`src/rtl/mul_arb_pkg.sv`:
```
// Shared types, defaults and the round-robin pick helper for the multiplier arbiter.
package mul_arb_pkg;

  localparam int MUL_ARB_WIDTH = 4;
  localparam int MUL_ARB_NREQ  = 4;
  localparam int MAX_NREQ      = 16;
  localparam int PTRW          = 4;

  // ARB_BUSY is only reachable when the operand register stage is built in.
  typedef enum logic [1:0] {
    ARB_IDLE   = 2'd0,
    ARB_RESULT = 2'd1,
    ARB_BUSY   = 2'd2
  } mul_arb_state_e;

  // First valid lane scanning ptr, ptr+1, ... modulo n. Returns 0 when nothing is valid;
  // callers qualify the result with |valid. ptr must be below n.
  function automatic logic [PTRW-1:0] rr_pick(input logic [MAX_NREQ-1:0] valid,
                                               input logic [PTRW-1:0]     ptr,
                                               input int unsigned         n);
    logic [PTRW-1:0] idx;
    logic [PTRW:0]   j;
    logic            found;
    idx   = '0;
    found = 1'b0;
    for (int k = 0; k < MAX_NREQ; k++) begin
      j = {1'b0, ptr} + (PTRW+1)'(k);
      if (j >= (PTRW+1)'(n)) j = j - (PTRW+1)'(n);
      if (!found && (k < int'(n))) begin
        if (valid[j[PTRW-1:0]]) begin
          idx   = j[PTRW-1:0];
          found = 1'b1;
        end
      end
    end
    return idx;
  endfunction

endpackage

```
`src/rtl/mul_core.sv`:
```
// Combinational unsigned WIDTHxWIDTH multiplier built from shifted partial products.
module mul_core #(
  parameter int WIDTH = 4
) (
  input  logic [WIDTH-1:0]   a,
  input  logic [WIDTH-1:0]   b,
  output logic [2*WIDTH-1:0] p
);

  // Accumulate a<<i for every set bit of b; the full 2*WIDTH result is kept.
  always_comb begin
    p = '0;
    for (int i = 0; i < WIDTH; i++) begin
      if (b[i]) p = p + ((2*WIDTH)'(a) << i);
    end
  end

endmodule

```
`src/rtl/mul_arbiter.sv`:
```
// Round-robin arbiter sharing one mul_core between NREQ requesters, with a tagged
// valid/ready result channel. Define MUL_ARB_PIPE_EN to add an operand register stage
// (2-cycle latency, one transaction in flight).
//
// state      | meaning
// ARB_IDLE   | no result held, free to accept
// ARB_RESULT | res_* valid, waiting for res_ready
// ARB_BUSY   | operands latched, product lands next edge (MUL_ARB_PIPE_EN only)
module mul_arbiter
  import mul_arb_pkg::*;
#(
  parameter int WIDTH = MUL_ARB_WIDTH,
  parameter int NREQ  = MUL_ARB_NREQ
) (
  input  logic                     clk,
  input  logic                     rst,
  input  logic [NREQ-1:0]          req_valid,
  input  logic [NREQ*WIDTH-1:0]    req_a,
  input  logic [NREQ*WIDTH-1:0]    req_b,
  output logic [NREQ-1:0]          req_ready,
  output logic                     res_valid,
  output logic [2*WIDTH-1:0]       res_data,
  output logic [$clog2(NREQ)-1:0]  res_id,
  input  logic                     res_ready
);

  localparam int IDW = $clog2(NREQ);

  mul_arb_state_e     state, state_nxt;
  logic [IDW-1:0]     rr_ptr, grant;
  logic               busy, can_accept, accept;
  logic [WIDTH-1:0]   sel_a, sel_b, mul_a, mul_b;
  logic [2*WIDTH-1:0] product;

  // Grant index and the granted lane's operands.
  always_comb begin
    grant = IDW'(rr_pick(MAX_NREQ'(req_valid), PTRW'(rr_ptr), NREQ));
    sel_a = req_a[grant*WIDTH +: WIDTH];
    sel_b = req_b[grant*WIDTH +: WIDTH];
  end

  assign res_valid = (state == ARB_RESULT);

`ifdef MUL_ARB_PIPE_EN
  logic [WIDTH-1:0] op_a, op_b;
  logic [IDW-1:0]   op_id;

  assign busy = (state == ARB_BUSY);

  // Operand stage: capture the accepted lane so the multiply happens next cycle.
  always_ff @(posedge clk or posedge rst) begin
    if (rst) begin
      op_a  <= '0;
      op_b  <= '0;
      op_id <= '0;
    end else if (accept) begin
      op_a  <= sel_a;
      op_b  <= sel_b;
      op_id <= grant;
    end
  end

  assign mul_a = op_a;
  assign mul_b = op_b;
`else
  assign busy  = 1'b0;
  assign mul_a = sel_a;
  assign mul_b = sel_b;
`endif

  assign can_accept = !busy && (!res_valid || res_ready);
  // Gated by rst so no lane sees an accept while reset is held.
  assign accept     = can_accept && (|req_valid) && !rst;

  // One-hot accept toward the granted lane.
  always_comb begin
    req_ready = '0;
    if (accept) req_ready[grant] = 1'b1;
  end

  mul_core #(.WIDTH(WIDTH)) u_mul_core (
    .a (mul_a),
    .b (mul_b),
    .p (product)
  );

  // State register.
  always_ff @(posedge clk or posedge rst) begin
    if (rst) state <= ARB_IDLE;
    else     state <= state_nxt;
  end

  // Next-state logic.
  always_comb begin
    state_nxt = state;
    case (state)
`ifdef MUL_ARB_PIPE_EN
      ARB_IDLE:   if (accept) state_nxt = ARB_BUSY;
      ARB_BUSY:   state_nxt = ARB_RESULT;
      ARB_RESULT: if (res_ready) state_nxt = accept ? ARB_BUSY : ARB_IDLE;
`else
      ARB_IDLE:   if (accept) state_nxt = ARB_RESULT;
      ARB_RESULT: if (res_ready) state_nxt = accept ? ARB_RESULT : ARB_IDLE;
`endif
      default:    state_nxt = ARB_IDLE;
    endcase
  end

  // Result registers and round-robin pointer; res_* hold when no new product lands.
  always_ff @(posedge clk or posedge rst) begin
    if (rst) begin
      res_data <= '0;
      res_id   <= '0;
      rr_ptr   <= '0;
    end else begin
      if (accept) rr_ptr <= (grant == IDW'(NREQ-1)) ? '0 : grant + 1'b1;
`ifdef MUL_ARB_PIPE_EN
      if (state == ARB_BUSY) begin
        res_data <= product;
        res_id   <= op_id;
      end
`else
      if (accept) begin
        res_data <= product;
        res_id   <= grant;
      end
`endif
    end
  end

endmodule
```
`config.mk`:
```
export PLATFORM = sky130hd
export DESIGN_NAME = mul_arbiter
export DESIGN_NICKNAME = d
export VERILOG_FILES = /design/src/rtl/mul_arb_pkg.sv /design/src/rtl/mul_core.sv /design/src/rtl/mul_arbiter.sv
export SDC_FILE = /design/constraint.sdc
export NUM_CORES = 1
export LEC_CHECK = 0
export CORE_MARGIN = 2
export CORE_UTILIZATION = 43
export CTS_CLUSTER_DIAMETER = 150
export CTS_CLUSTER_SIZE = 24
export DETAILED_ROUTE_END_ITERATION = 7
export PLACE_DENSITY = 0.78
export RECOVER_POWER = 25
export SLEW_MARGIN = 20
export SYNTH_ARGS = -nofsm -noshare
export SYNTH_HDL_FRONTEND = slang
export SYNTH_SLANG_ARGS = --single-unit
```
`constraint.sdc`:
```
create_clock -name clk -period 5.5 [get_ports clk]
set_clock_uncertainty 0.2 [all_clocks]
set_input_delay 0.55 -clock clk [delete_from_list [all_inputs] [get_ports clk]]
set_output_delay 0.55 -clock clk [all_outputs]
set_load 0.01 [all_outputs]
```
==> summary.txt <==
critical path's slowest cell = mux4_2
GRT Overall Usage = 23.9%
Synthesized Nets = 253
top post-synthesis cells by area = dfrtp_1 19%, ha_1 13%, mux2i_1 5.9%
Overflow after GRT = 0
Post-synth top cells = 22 x nand2_1, 18 x ha_1, 14 x inv_1, 14 x nor2_1
crit share post-route = 100%
DP HPWL = 3670 um
final slew viol count = 0
violated checks = setup timing
Layout area overhead = 73.6%
root buffer cell = clkbuf_8
H-tree depth = 1
FF+latch count, synth = 13
Setup CP Type = flip-flop to flip-flop
clk_lat worst skew = 240 ps
largest delay contributor family on the critical path = compound AO/OA/AOI/OAI gates
chip height = 66.8 um
largest net degree at the start of global routing = 19
fmax = 0.182 GHz
worst hold path class = flip-flop to flip-flop
Wirelength per Cell = 14.9 um
FP Rows = 22
RSZ-0062 raised after global routing = yes
Crit. End Element = flip-flop
most frequent cell after synthesis = nand2_1
IO Pins = 54
layout cell share with drive strength beyond 1 = 37.9%
via count = 1911
antenna violations before repair = 0
Core Area = 0.00372 mm^2
Final Critical Period = 5500 ps
Via density = 5.48
Final Hold Viols = 0
CTS Hold Bufs = 0
Yosys top cell by area = dfrtp_1
Worst-Margin Slew = 639 ps
Largest stage delay, worst path = 550 ps
Reg clk slew, reported paths = 50 ps
# clock sinks = 13
Reg area = 328 um^2
top_reg_cell synth = dfrtp_1
crit-path max FO = 5
Initial Util = 45.6%
Seq/Total Area, Yosys = 19.2%
CP Launch Type = flip-flop
critical path arrival = 5430 ps
# DRC = 0
Num CTS Buffers = 3
FILL cells = 246
Synth Cell Area = 0.00169 mm^2
buffer and inverter count on the worst path = 5
Final #Nets = 360
CP Data Required Time = 5420 ps
Synth cell types = 46
Design Area, Final = 0.00294 mm^2
TritonCTS clock tree = done
headroom to the max-slew limit = 57.1%
Mapped Cells = 195
dpl cell area = 0.00261 mm^2
multi-input combinational cell area = 0.00150 mm^2
first-pass GRT wire length = 8220 um
drt pass-1 iters = 4
EDFF count, synth = 0
Port Buf Inserts = 53
outcome = finished, violations left
Die ar. = 0.00446 mm^2
Synth Area per Inst = 8.69 um^2
final worst slack = -3.76 ps
final setup violation count = 1
Post-Route WL = 5190 um
antenna cells = 0
synth warn = 0
number of global-route vias before repair = 1870
FFs w/ async S/R, synth = 100%
Synth top area share = 19.2%
maxcap violations = 0
Routability Congestion = 0.893
DIE WIDTH = 66.8 um
post-route ant nets = 0
DRT iter0 DRCs = 141
Clock Path Buffers = 2
==> cells in the final DEF, fill, tap and decap left out, drive strengths merged, types with 3 or more instances in the layout <==
cell	count
a21o	4
a21oi	13
a31oi	4
and2	3
and3	6
buf	53
clkbuf	4
clkdlybuf4s50	48
dfrtp	13
dlygate4sd2	4
ha	18
inv	16
mux2	6
mux2i	10
mux4	6
nand2	22
nand2b	4
nor2	14
nor3	11
o211ai	3
o21ai	17
==> kinds of logic (layout without fill, tap and decap cells) <==
group | Yosys count | after routing | share of synthesized area, %
muxes | 22 | 22 | 19.0
DFF | 13 | 13 | 19.2
and+or+nand+nor | 69 | 69 | 21.9
buffers and inverters | 20 | 126 | 5.10
AOI/OAI and AO/OA | 50 | 50 | 19.3
adders and majority gates | 19 | 19 | 14.5
xor gates and xnor gates | 2 | 2 | 1.03
==> path summary, 6_finish.rpt <==
kind | start | end | slack, ps | cells past startpoint
max in group asynchronous | rst | rr_ptr[0] | 4130 | 2
min reg2reg | res_data[5] | res_data[5] | 280 | 2
min | res_data[5] | res_data[5] | 280 | 2
max | rr_ptr[0] | res_data[6] | -4 | 25
max reg2reg | rr_ptr[0] | res_data[6] | -4 | 25
min in group asynchronous | rst | res_data[0] | 600 | 2
==> registers in the layout (all words and copies together) (netlist names) <==
name	cells
state	1
res_data	8
rr_ptr	2
res_id	2
==> final cells by class <==
class	count	share of cell area (%)
Clock buffer	4	1.53
Inverter	16	2.30
Multi-Input combinational cell	162	51.0
Sequential cell	13	11.1
Tap cell	48	2.04
Timing Repair Buffer	106	32.0
==> worst register-to-register path, delay by kind of cell, from the launching register on <==
family                     cells  cell delay [ps]
and+or+nand+nor                8             1140
buffers and inverters          5              640
DFF                            1              450
adders and majority gates      3              770
muxes                          2              800
AOI/OAI and AO/OA              7             1390
==> metal layers <==
metal | up-vias | part of all wire, % | GRT usage (%)
met5 | - | 0 | 0
li1 | 926 | - | -
met4 | 0 | 1.7 | 4.85
met1 | 913 | 42 | 29.5
met3 | 10 | 3.3 | 3.21
met2 | 62 | 53 | 43.9
==> stage by stage <==
| stage | TNS [ps] | instances | utilization (%) | worst slack [ps] | hold slack (ps) |
|---|---|---|---|---|---|
| floorplan | 0 | 195 | - | 7.23 | 227 |
| global placement | -1380 | 330 | 70.3 | -440 | 261 |
| detailed placement | -1830 | 330 | 70.3 | -537 | 274 |
| CTS | -5.84 | 344 | 75.1 | -5.84 | 286 |
| global route | -729 | 349 | 79.2 | -253 | 312 |
| finish | -3.76 | 349 | 79.2 | -3.76 | 280 |
==> what timing repair did <==
action                     4_1_cts  5_1_grt
buffers inserted                10        5
gates resized for setup         20       26
hold endpoints to repair         0        0
setup endpoints to repair        4        4
pin swaps                       18       25
Power is left out: the tool's default activity adds up to more than one toggle a clock period on the data nets, which glitch-free logic cannot reach.
